===== src/rtl/bic_pkg.sv =====
// bic_pkg: definitions shared by the bi-directional chat link transmit and
// receive paths.
//   - tx_state_t      : transmit framer state encoding
//   - BIC_IDLE_LEVEL  : level the serial line rests at between frames
//   - BIC_DATA_BITS / BIC_STOP_BITS : default frame geometry
//   - bic_even_parity : even-parity helper (only with BIC_TX_PARITY_EN)
// Optional feature macro: BIC_TX_PARITY_EN (adds the PAR state and helper).
package bic_pkg;

    localparam int   BIC_DATA_BITS  = 8;
    localparam int   BIC_STOP_BITS  = 1;
    localparam logic BIC_IDLE_LEVEL = 1'b1;

    typedef enum logic [2:0] {
        TX_IDLE  = 3'd0,
        TX_ARM   = 3'd1,
        TX_START = 3'd2,
        TX_DATA  = 3'd3,
`ifdef BIC_TX_PARITY_EN
        TX_PAR   = 3'd4,
`endif
        TX_STOP  = 3'd5
    } tx_state_t;

`ifdef BIC_TX_PARITY_EN
    // Even parity over a zero-extended character (zero padding does not
    // change the XOR, so any DATA_BITS up to 16 can use it).
    function automatic logic bic_even_parity(input logic [15:0] data);
        return ^data;
    endfunction
`endif

endpackage


===== src/rtl/bic_tx_shreg.sv =====
// bic_tx_shreg: DATA_BITS-wide load / shift-right register holding the
// character being serialised.
// Ports:
//   clk, rst (async, active-low)
//   load  : capture din (has priority over shift)
//   shift : shift right by one, zero filling from the top
//   din   : parallel character
//   lsb   : bit currently at position 0
module bic_tx_shreg
    import bic_pkg::*;
#(
    parameter int DATA_BITS = BIC_DATA_BITS
) (
    input  logic                 clk,
    input  logic                 rst,
    input  logic                 load,
    input  logic                 shift,
    input  logic [DATA_BITS-1:0] din,
    output logic                 lsb
);

    logic [DATA_BITS-1:0] shreg_r;

    // Character storage: load on acceptance, shift once per data bit sent.
    always_ff @(posedge clk or negedge rst) begin
        if (!rst) begin
            shreg_r <= '0;
        end else if (load) begin
            shreg_r <= din;
        end else if (shift) begin
            shreg_r <= {1'b0, shreg_r[DATA_BITS-1:1]};
        end else begin
            shreg_r <= shreg_r;
        end
    end

    assign lsb = shreg_r[0];

endmodule


===== src/rtl/bic_tx_framer.sv =====
// bic_tx_framer: serial transmit framer for the chat link.
// Accepts a character over tx_req/tx_ack and sends start bit, LSB-first data,
// optional even parity and STOP_BITS stop bits, one bit per bit_tick.
// Ports:
//   clk, rst (async, active-low), bit_tick (baud strobe)
//   tx_req / tx_data / tx_ack : character handshake (tx_ack one-cycle pulse)
//   tx_out    : serial line, idles high
//   busy      : acceptance through frame completion
//   bit_idx   : index of data bit on the line, 0 outside DATA
//   char_sent : one-cycle pulse when the frame completes
// Optional feature macro: BIC_TX_PARITY_EN (even-parity bit after the data).
module bic_tx_framer
    import bic_pkg::*;
#(
    parameter int DATA_BITS = BIC_DATA_BITS,
    parameter int STOP_BITS = BIC_STOP_BITS,
    parameter int IDX_W     = $clog2(DATA_BITS)
) (
    input  logic                 clk,
    input  logic                 rst,
    input  logic                 bit_tick,
    input  logic                 tx_req,
    input  logic [DATA_BITS-1:0] tx_data,
    output logic                 tx_ack,
    output logic                 tx_out,
    output logic                 busy,
    output logic [IDX_W-1:0]     bit_idx,
    output logic                 char_sent
);

    localparam logic [IDX_W-1:0] LAST_IDX  = IDX_W'(DATA_BITS - 1);
    // Stop counter only needs one bit since at most two stop bits exist.
    localparam logic             STOP_LAST = 1'(STOP_BITS - 1);

    tx_state_t        state_r, state_nxt_s;
    logic [IDX_W-1:0] bit_idx_r, bit_idx_nxt_s;
    logic             stop_cnt_r, stop_cnt_nxt_s;
    logic             tx_out_r, tx_out_nxt_s;
    logic             busy_r, busy_nxt_s;
    logic             tx_ack_r, tx_ack_nxt_s;
    logic             char_sent_r, char_sent_nxt_s;
    logic             load_s, shift_s, lsb_s;

    bic_tx_shreg #(.DATA_BITS(DATA_BITS)) u_shreg (
        .clk   (clk),
        .rst   (rst),
        .load  (load_s),
        .shift (shift_s),
        .din   (tx_data),
        .lsb   (lsb_s)
    );

`ifdef BIC_TX_PARITY_EN
    logic parity_r;

    // Parity is captured with the character so PAR needs no extra shifting.
    always_ff @(posedge clk or negedge rst) begin
        if (!rst) begin
            parity_r <= 1'b0;
        end else if (load_s) begin
            parity_r <= bic_even_parity(16'(tx_data));
        end else begin
            parity_r <= parity_r;
        end
    end
`endif

    // State and all outputs are registered; a reset returns the line to idle.
    always_ff @(posedge clk or negedge rst) begin
        if (!rst) begin
            state_r     <= TX_IDLE;
            bit_idx_r   <= '0;
            stop_cnt_r  <= 1'b0;
            tx_out_r    <= BIC_IDLE_LEVEL;
            busy_r      <= 1'b0;
            tx_ack_r    <= 1'b0;
            char_sent_r <= 1'b0;
        end else begin
            state_r     <= state_nxt_s;
            bit_idx_r   <= bit_idx_nxt_s;
            stop_cnt_r  <= stop_cnt_nxt_s;
            tx_out_r    <= tx_out_nxt_s;
            busy_r      <= busy_nxt_s;
            tx_ack_r    <= tx_ack_nxt_s;
            char_sent_r <= char_sent_nxt_s;
        end
    end

    // Next-state and next-output decode. The value driven on tx_out is chosen
    // on the tick that starts each bit, so every bit lasts one tick period.
    always_comb begin
        state_nxt_s     = state_r;
        bit_idx_nxt_s   = bit_idx_r;
        stop_cnt_nxt_s  = stop_cnt_r;
        tx_out_nxt_s    = tx_out_r;
        busy_nxt_s      = busy_r;
        tx_ack_nxt_s    = 1'b0;
        char_sent_nxt_s = 1'b0;
        load_s          = 1'b0;
        shift_s         = 1'b0;
        case (state_r)
            TX_IDLE: begin
                tx_out_nxt_s  = BIC_IDLE_LEVEL;
                bit_idx_nxt_s = '0;
                if (tx_req) begin
                    state_nxt_s  = TX_ARM;
                    load_s       = 1'b1;
                    tx_ack_nxt_s = 1'b1;
                    busy_nxt_s   = 1'b1;
                end else begin
                    busy_nxt_s   = 1'b0;
                end
            end
            // ARM waits for a fresh tick so the start bit is full length.
            TX_ARM: begin
                if (bit_tick) begin
                    state_nxt_s  = TX_START;
                    tx_out_nxt_s = 1'b0;
                end else begin
                    state_nxt_s  = TX_ARM;
                end
            end
            // Driving a bit and shifting together keeps the next bit at lsb.
            TX_START: begin
                if (bit_tick) begin
                    state_nxt_s   = TX_DATA;
                    tx_out_nxt_s  = lsb_s;
                    shift_s       = 1'b1;
                    bit_idx_nxt_s = '0;
                end else begin
                    state_nxt_s   = TX_START;
                end
            end
            TX_DATA: begin
                if (bit_tick) begin
                    if (bit_idx_r == LAST_IDX) begin
                        bit_idx_nxt_s  = '0;
`ifdef BIC_TX_PARITY_EN
                        state_nxt_s    = TX_PAR;
                        tx_out_nxt_s   = parity_r;
`else
                        state_nxt_s    = TX_STOP;
                        tx_out_nxt_s   = BIC_IDLE_LEVEL;
                        stop_cnt_nxt_s = 1'b0;
`endif
                    end else begin
                        bit_idx_nxt_s  = bit_idx_r + IDX_W'(1);
                        tx_out_nxt_s   = lsb_s;
                        shift_s        = 1'b1;
                    end
                end else begin
                    state_nxt_s = TX_DATA;
                end
            end
`ifdef BIC_TX_PARITY_EN
            TX_PAR: begin
                if (bit_tick) begin
                    state_nxt_s    = TX_STOP;
                    tx_out_nxt_s   = BIC_IDLE_LEVEL;
                    stop_cnt_nxt_s = 1'b0;
                end else begin
                    state_nxt_s    = TX_PAR;
                end
            end
`endif
            TX_STOP: begin
                tx_out_nxt_s = BIC_IDLE_LEVEL;
                if (bit_tick) begin
                    if (stop_cnt_r == STOP_LAST) begin
                        state_nxt_s     = TX_IDLE;
                        char_sent_nxt_s = 1'b1;
                        busy_nxt_s      = 1'b0;
                        stop_cnt_nxt_s  = 1'b0;
                    end else begin
                        stop_cnt_nxt_s  = stop_cnt_r + 1'b1;
                    end
                end else begin
                    state_nxt_s = TX_STOP;
                end
            end
            default: begin
                state_nxt_s    = TX_IDLE;
                bit_idx_nxt_s  = '0;
                stop_cnt_nxt_s = 1'b0;
                tx_out_nxt_s   = BIC_IDLE_LEVEL;
                busy_nxt_s     = 1'b0;
            end
        endcase
    end

    assign tx_ack    = tx_ack_r;
    assign tx_out    = tx_out_r;
    assign busy      = busy_r;
    assign bit_idx   = bit_idx_r;
    assign char_sent = char_sent_r;

endmodule

===== config.mk =====
export PLATFORM = sky130hd
export DESIGN_NAME = bic_tx_framer
export DESIGN_NICKNAME = d
export VERILOG_FILES = /design/src/rtl/bic_pkg.sv /design/src/rtl/bic_tx_shreg.sv /design/src/rtl/bic_tx_framer.sv
export SDC_FILE = /design/constraint.sdc
export NUM_CORES = 1
export LEC_CHECK = 0
export CAP_MARGIN = 10
export CORE_MARGIN = 3
export CORE_UTILIZATION = 50
export CTS_BUF_LIST = sky130_fd_sc_hd__clkbuf_4 sky130_fd_sc_hd__clkbuf_8 sky130_fd_sc_hd__clkbuf_16
export DETAILED_ROUTE_END_ITERATION = 10
export GPL_TIMING_DRIVEN = 0
export PLACE_DENSITY_LB_ADDON = 0.05
export SLEW_MARGIN = 10
export SYNTH_ARGS = -nofsm -noshare
export SYNTH_HDL_FRONTEND = slang
export SYNTH_SLANG_ARGS = --single-unit
export TNS_END_PERCENT = 50

===== constraint.sdc =====
create_clock -name clk -period 2.9 [get_ports clk]
set_clock_uncertainty 0.1 [all_clocks]
set_input_delay 0.87 -clock clk [delete_from_list [all_inputs] [get_ports clk]]
set_output_delay 0.87 -clock clk [all_outputs]
set_load 0.03 [all_outputs]

; Word-level counts from Yosys, hierarchy flattened
; Cells that the tools add are included.
[word_totals]
reg_bits = 19
input_bits = 12
output_inout_bits = 7
[op_classes]
addsub = 2
eq_ne = 14
n_mux = 36
n_bitwise = 3
reduce_logical = 10
[ops]
columns = operator, count
row1 = two-way mux 3 bit, 8
row2 = two-way mux 1 bit, 19
row3 = two-way mux 8 bit, 2
row4 = case mux 3 bit (5 select lines), 1
row5 = "inequality test 2 bit, second input constant", 7
row6 = AND reduction 3 bit, 4
row7 = case mux 1 bit (3 select lines), 3
row8 = case mux 3 bit (3 select lines), 1
row9 = "equality test 3 x 2 -> 1 bit, second input constant", 2
row10 = "equality test 3 bit, second input constant", 2
row11 = "inequality test 3 bit, second input constant", 2
row12 = OR reduction 3 bit, 2
row13 = AND reduction 4 bit, 1
row14 = "adder 3 x 1 -> 3 bit, second input constant", 1
row15 = "equality test 3 x 1 -> 1 bit, second input constant", 1
row16 = logical NOT 3 bit, 1
row17 = NOT 1 bit, 3
row18 = two-way mux 2 bit, 1
row19 = case mux 1 bit (2 select lines), 1
row20 = nonzero test 2 bit, 1
row21 = OR reduction 2 bit, 1
row22 = "adder 1 bit, second input constant", 1

; Longest topological paths before layout
; Gate-level depths: netlist of run 1.
[logic_depth]
depth_word = 6
ltp_mapped = 6
depth_no_buf = 6

; By module
; Synthesis of run 1 repeated with hierarchy kept, for this count alone.
[hier_totals]
cells_unflattened = 86
area_unflattened_um2 = 907.1
[by_module_without_submodules]
columns = module, instances, cells_each, area_each_um2, seq_area_each_um2
row1 = bic_tx_framer, 1, 52, 538.0, 251.5
row2 = bic_tx_shreg, 1, 34, 369.1, 200.2

; Worst setup path after synthesis of run 1
; No wires, ideal clock.
[synth_timing]
path_kind = input -> register
startpoint = input port tx_req
endpoint = register u_shreg.shreg_r[0]
setup_ns = 0.128
arrival_time_ns = 1.816
required_ns = 2.672
path_slack_ns = 0.857
cell_stages = 4
n_path_buf = 0
cell_sequence = nand2b_4 -> nor3_4 -> mux2_1 -> mux2_1
[synth_via]
elab_chain_cells = 3
[synth_rtl]
columns = element, line_no
row1 = from (decl), bic_tx_framer.sv:22  ; input logic tx_req,
row2 = two-way mux 1 bit (*), bic_tx_framer.sv:105  ; if (tx_req) begin
row3 = two-way mux 1 bit (*), bic_tx_framer.sv:101  ; case (state_r)
row4 = two-way mux 8 bit / nonzero test 2 bit (equally long branches), n/a
row5 = to (signal assigned), bic_tx_shreg.sv:29  ; shreg_r <= din;
row6 = to (signal assigned), bic_tx_shreg.sv:31  ; shreg_r <= {1'b0, shreg_r[DATA_BITS-1:1]};
row7 = to (signal assigned), bic_tx_shreg.sv:33  ; shreg_r <= shreg_r;
row8 = to (decl), bic_tx_shreg.sv:22  ; logic [DATA_BITS-1:0] shreg_r;
; Every way passes the cells marked *; elsewhere a longest branch is shown, timed or not.
; A chain may end at the register's enable or synchronous reset.

; Final worst setup path of run 1
[layout_timing]
startpoint = register tx_out_r (netlist: tx_out)
endpoint = output port tx_out
[layout_lines]
columns = element, line_no
row1 = from (decl), bic_tx_framer.sv:38  ; logic tx_out_r, tx_out_nxt_s;
row2 = from (signal assigned), bic_tx_framer.sv:82  ; tx_out_r <= tx_out_nxt_s;
row3 = to (decl), bic_tx_framer.sv:25  ; output logic tx_out,
; No word-level cell between the ends.

==> impl_metrics.env, run 1 <==
export IMPL_status="finished clean"
export IMPL_preCtsSetupSlack_ps=114
export IMPL_fin_crit_sh=0.849
export IMPL_synth_edf_count=0
export IMPL_worst_pin_slew_ps=732
export IMPL_cp_slowest_stage_delay_ps=660
export IMPL_die_x_um=48.8
export IMPL_path_delay_family="buffers and inverters"
export IMPL_dr_pass1_iters=4
export IMPL_hold_path_class="reg2reg"
export IMPL_synth_area_um2=916
export IMPL_power_total_mw=0.727
export IMPL_worstSetupPathType="reg2out"
export IMPL_ys_types=27
export IMPL_num_rows=14
export IMPL_grt_first_pass_wirelength_um=2700
export IMPL_setup_ws_ps=438
export IMPL_ant_nets=0
export IMPL_max_freq_ghz=0.406
export IMPL_clk_path_buf_depth=2
export IMPL_layout_min_cycle_time_ps=2460
export IMPL_die_h_um=48.8
export IMPL_dp_final_hpwl_um=1240
export IMPL_intPower_mw=0.479
export IMPL_cts_buffers=3
export IMPL_yosysMostFrequentCell="dfrtp_1"
export IMPL_synthArstFlopShare=1.00
export IMPL_drt_iter0_drc=13
export IMPL_netlist_top_cells_count="dfrtp_1, mux2_1, nand2_1"
export IMPL_drive_above_1_share=0.106
export IMPL_synth_largest_area_cell="dfrtp_1"
export IMPL_rsz0062_at_grt="false"
export IMPL_placedInstanceArea_mm2=0.00113
export IMPL_area_delta_synth_final_pct=26.2
export IMPL_worstPathRequired_ps=1930
export IMPL_place_gp_congestion=0.787
export IMPL_synth_top_area_frac=0.464
export IMPL_grtUsageTotal=0.146
export IMPL_clk_latency_ps=290
export IMPL_fp_dieArea_mm2=0.00238
export IMPL_grt_ovfl_total=0
export IMPL_clock_sinks=18
export IMPL_p_leak_nw=0.555
export IMPL_crit_fanout=2
export IMPL_pwr_share_clk=0.184
export IMPL_power_density_mw_per_mm2=628
export IMPL_cap_violations=0
export IMPL_root_buffer="clkbuf_4"
export IMPL_postCtsSetupRepairBufs=0
export IMPL_p_switching_mw=0.247
export IMPL_p_comb_frac=0.366
export IMPL_avgRoutedWirePerCell_um=12.6
export IMPL_syn_inst=82
export IMPL_grt_max_degree=19
export IMPL_critical_path_cell_chain="clkdlybuf4s50_1"
export IMPL_worstSetupStartpointType="register"
export IMPL_slew_violations=0
export IMPL_vias=676
export IMPL_worstPathArrival_ps=1490
export IMPL_crit_path_end_kind="primary output"
export IMPL_setup_viol=0
export IMPL_p_seq_frac=0.450
export IMPL_switching_share=0.340
export IMPL_reg2reg_slack_ps=860
export IMPL_grt_antenna_before_repair=0
export IMPL_ys_seq_elements=18
export IMPL_htree_levels=1
export IMPL_start_util=0.568
export IMPL_antennaDiodeCount=0
export IMPL_hold_ws_ps=395
export IMPL_synth_seq_area_share=0.493
export IMPL_tritoncts="built"
export IMPL_wirelength_um=1610
export IMPL_synthTopCellsByArea="dfrtp_1, mux2_1, nand2_1, dfstp_2, nor2_1"
export IMPL_cts_resized=0
export IMPL_clkSlewWorstSetupHoldPaths_ps=90
export IMPL_num_io_pins=19
export IMPL_grt_pass1_vias=598
export IMPL_slowest_stage="clkdlybuf4s50_1"
export IMPL_syn_avg_cell_area_um2=11.2
export IMPL_core_mm2=0.00161
export IMPL_timing_critical_path_buf_inv=1
export IMPL_hold_viol_final=0
export IMPL_ys_flop_type="dfrtp_1"
export IMPL_maxSlewHeadroom=0.510
export IMPL_port_buffers=18
export IMPL_drc=0
export IMPL_cts_hold_buf=0
export IMPL_vdd_ir_drop_max_v=0.000493
export IMPL_routed_via_density=5.28
export IMPL_fin_setup_tns_ps=0
export IMPL_ys_warn_count=0
export IMPL_fin_area_mm2=0.00116
export IMPL_fin_nets=119
export IMPL_syn_nets=96
-- cells in the final DEF (no fill, tap or decap), types with 2 or more instances in the layout --
cell and n:
mux2_1 14, clkdlybuf4s50_1 18, ha_1 2, nand2_1 9, buf_2 2, o22ai_1 2
clkbuf_4 4, dfrtp_1 17, a22o_1 2, o21ai_0 4, inv_1 3, a31oi_1 3
nor2_1 7, nand2b_1 2
-- final timing paths --
| path | cells after the start | to | startpoint |
|---|---|---|---|
| max | 1 | tx_out | tx_out$_DFFE_PN1P_ |
| min | 1 | u_shreg.shreg_r[5]$_DFFE_PN0P_ | u_shreg.shreg_r[5]$_DFFE_PN0P_ |
| max reg2reg | 6 | u_shreg.shreg_r[2]$_DFFE_PN0P_ | bit_idx[0]$_DFFE_PN0P_ |
| min reg2reg | 1 | u_shreg.shreg_r[5]$_DFFE_PN0P_ | u_shreg.shreg_r[5]$_DFFE_PN0P_ |
| max in group asynchronous | 1 | bit_idx[1]$_DFFE_PN0P_ | rst |
| min in group asynchronous | 1 | bit_idx[0]$_DFFE_PN0P_ | rst |
-- state kept, by name (all words and copies together) (netlist names) --
signal           count
tx_ack               1
char_sent            1
u_shreg.shreg_r      8
state_r              3
tx_out               1
bit_idx              3
busy                 1
-- power groups by stage --
| stage | sequential, mW | clock [mW] | combinational (mW) |
|---|---|---|---|
| 2_1_floorplan | 0.384 | 0 | 0.110 |
| 3_3_place_gp | 0.330 | 0 | 0.264 |
| 3_5_place_dp | 0.333 | 0 | 0.267 |
| 4_1_cts | 0.328 | 0.140 | 0.269 |
| 5_1_grt | 0.335 | 0.148 | 0.291 |
| 6_report | 0.327 | 0.134 | 0.266 |
-- layer usage --
metal	vias up	wire length (um)	part of all wire	global-route usage
li1	336	-	-	-
met1	319	793	0.49	0.212
met2	18	709	0.44	0.197
met3	3	87	0.054	0.0581
met4	0	19	0.012	0.0427
met5	-	0	0	0
-- final cells by class --
cell class                      count  area [um2]
Fill cell                         136         455
Sequential cell                    18         452
Multi-Input combinational cell     57         428
Timing Repair Buffer               18         180
Clock buffer                        4        30.0
Tap cell                           24        30.0
Buffer                              4        25.0
Inverter                            3        11.3
-- through the flow --
| stage | cells | utilization |
|---|---|---|
| 2_1_floorplan | 82 | - |
| 3_3_place_gp | 124 | 0.699 |
| 3_5_place_dp | 124 | 0.699 |
| 4_1_cts | 128 | 0.717 |
| 5_1_grt | 128 | 0.717 |
| 6_report | 128 | 0.717 |
-- logic make-up after synthesis --
family / count (synthesis) / synth area share
compound gates: 17 / 0.127
fa+ha+maj: 2 / 0.0273
buf+inv: 7 / 0.0396
flops: 18 / 0.493
mux: 14 / 0.172
simple gates: 24 / 0.141
Note: power is estimated with default switching activity, not from simulation.
==> run 2, diff against run 1 <==
- CORE_UTILIZATION: 50 -> 49
- clock period: 2.9 -> 2.5 ns (I/O delays scaled with it)
==> run 2 against run 1 <==
Worst setup slack worse by 290 ps; register-to-register slack lost 430 ps; clock-buffer cell count unchanged; cell count unchanged; sequential power grew 17%; routed wire length grew 7.7%; combinational power grew 18%; via count is 3.6% higher; first-iteration DRC count up 69%; die area is 1.8% higher; highest routed layer unchanged.
==> impl_metrics.env, run 2 (synthesized netlist as in run 1, its figures left out) <==
export IMPL_worstPathRequired_ps=1650
export IMPL_worstHoldStart="u_shreg.shreg_r[3]$_DFFE_PN0P_"
export IMPL_routed_via_density=5.47
export IMPL_r2r_end="u_shreg.shreg_r[5]$_DFFE_PN0P_"
export IMPL_timing_critical_path_buf_inv=1
export IMPL_vdd_ir_drop_max_v=0.000723
export IMPL_dp_final_hpwl_um=1300
export IMPL_path_delay_family="buffers and inverters"
export IMPL_placedInstanceArea_mm2=0.00113
export IMPL_worst_pin_slew_ps=764
export IMPL_cts_hold_buf=0
export IMPL_wirelength_um=1730
export IMPL_p_leak_nw=0.557
export IMPL_largest_reg_flops=8
export IMPL_r2r_cells=6
export IMPL_grt_antenna_before_repair=0
export IMPL_num_rows=14
export IMPL_place_gp_congestion=0.794
export IMPL_grtUsageTotal=0.165
export IMPL_htree_levels=1
export IMPL_cts_resized=0
export IMPL_rsz0062_at_grt="false"
export IMPL_worstSetupPathType="reg2out"
export IMPL_final_common_cell="clkdlybuf4s50_1"
export IMPL_postCtsSetupRepairBufs=0
export IMPL_drc=0
export IMPL_dr_pass1_iters=4
export IMPL_fin_area_mm2=0.00116
export IMPL_cap_violations=0
export IMPL_hold_viol_final=0
export IMPL_layout_common_cells="clkdlybuf4s50_1, dfrtp_1, mux2_1, nand2_1, nor2_1"
export IMPL_worstPathArrival_ps=1510
export IMPL_worstSetupStartpointType="register"
export IMPL_core_mm2=0.00163
export IMPL_clock_sinks=18
export IMPL_grt_first_pass_wirelength_um=3120
export IMPL_drt_iter0_drc=22
export IMPL_fin_crit_sh=0.942
export IMPL_setup_viol=0
export IMPL_clkSlewWorstSetupHoldPaths_ps=100
export IMPL_port_buffers=18
export IMPL_num_io_pins=19
export IMPL_slowest_stage="clkdlybuf4s50_1"
export IMPL_fin_nets=119
export IMPL_path_depth=1
export IMPL_hold_path_class="reg2reg"
export IMPL_clk_path_buf_depth=2
export IMPL_hold_ws_ps=393
export IMPL_holdPathEnd="u_shreg.shreg_r[3]$_DFFE_PN0P_"
export IMPL_regMostFlops="u_shreg.shreg_r"
export IMPL_fp_dieArea_mm2=0.00242
export IMPL_layout_min_cycle_time_ps=2360
export IMPL_post_route_util=0.714
export IMPL_ant_nets=0
export IMPL_crit_fanout=2
export IMPL_start_util=0.562
export IMPL_power_density_mw_per_mm2=750
export IMPL_slew_violations=0
export IMPL_grt_max_degree=19
export IMPL_r2r_start="bit_idx[0]$_DFFE_PN0P_"
export IMPL_status="finished clean"
export IMPL_antennaDiodeCount=0
export IMPL_maxSlewHeadroom=0.489
export IMPL_grt_ovfl_total=0
export IMPL_die_h_um=49.2
export IMPL_crit_path_end_kind="primary output"
export IMPL_power_total_mw=0.871
export IMPL_clk_latency_ps=290
export IMPL_cts_buffers=3
export IMPL_vias=700
export IMPL_tritoncts="built"
export IMPL_grt_pass1_vias=687
export IMPL_root_buffer="clkbuf_4"
export IMPL_cp_slowest_stage_delay_ps=670
export IMPL_critical_path_cell_chain="clkdlybuf4s50_1"
export IMPL_reg2reg_slack_ps=430
export IMPL_max_freq_ghz=0.425
export IMPL_drive_above_1_share=0.106
export IMPL_avgRoutedWirePerCell_um=13.5
export IMPL_min_delay_path_depth=1
export IMPL_area_delta_synth_final_pct=26.9
export IMPL_die_x_um=49.2
-- run 2: worst max path at each step --
stage	from	end	slack, ps
4_1_cts	tx_out$_DFFE_PN1P_	tx_out	140
5_1_grt	tx_req	u_shreg.shreg_r[5]$_DFFE_PN0P_	110
3_5_place_dp	tx_req	u_shreg.shreg_r[1]$_DFFE_PN0P_	-130
3_3_place_gp	tx_req	u_shreg.shreg_r[4]$_DFFE_PN0P_	-130
6_report	tx_out$_DFFE_PN1P_	tx_out	140
2_1_floorplan	bit_idx[0]$_DFFE_PN0P_	u_shreg.shreg_r[0]$_DFFE_PN0P_	520
-- run 2: layout make-up --
cell class                 count  area (um2)
fill                         134         467
clock buffer                   4        36.3
buffer                         4        25.0
tap                           24        30.0
inverter                       3        11.3
sequential                    18         452
multi-input combinational     57         428
timing repair buffer          18         180
-- run 2: layer usage --
metal | global-route usage | vias to the layer above | wire length, um
met4 | 0.0711 | 0 | 23
li1 | - | 338 | -
met5 | 0 | - | 0
met2 | 0.241 | 19 | 831
met3 | 0.0398 | 3 | 100
met1 | 0.229 | 340 | 779
-- run 2: metrics by stage --
stage | std cells | setup slack, ps | TNS [ps]
2_1_floorplan | 82 | 520 | 0
3_3_place_gp | 124 | -133 | -888
3_5_place_dp | 124 | -130 | -882
4_1_cts | 128 | 138 | 0
5_1_grt | 128 | 113 | 0
6_report | 128 | 145 | 0
-- run 2: where the power goes --
| part | total, mW | internal [mW] | switching, mW |
|---|---|---|---|
| Combinational | 0.313 | 0.140 | 0.172 |
| Sequential | 0.381 | 0.343 | 0.0377 |
| Clock | 0.178 | 0.0888 | 0.0891 |
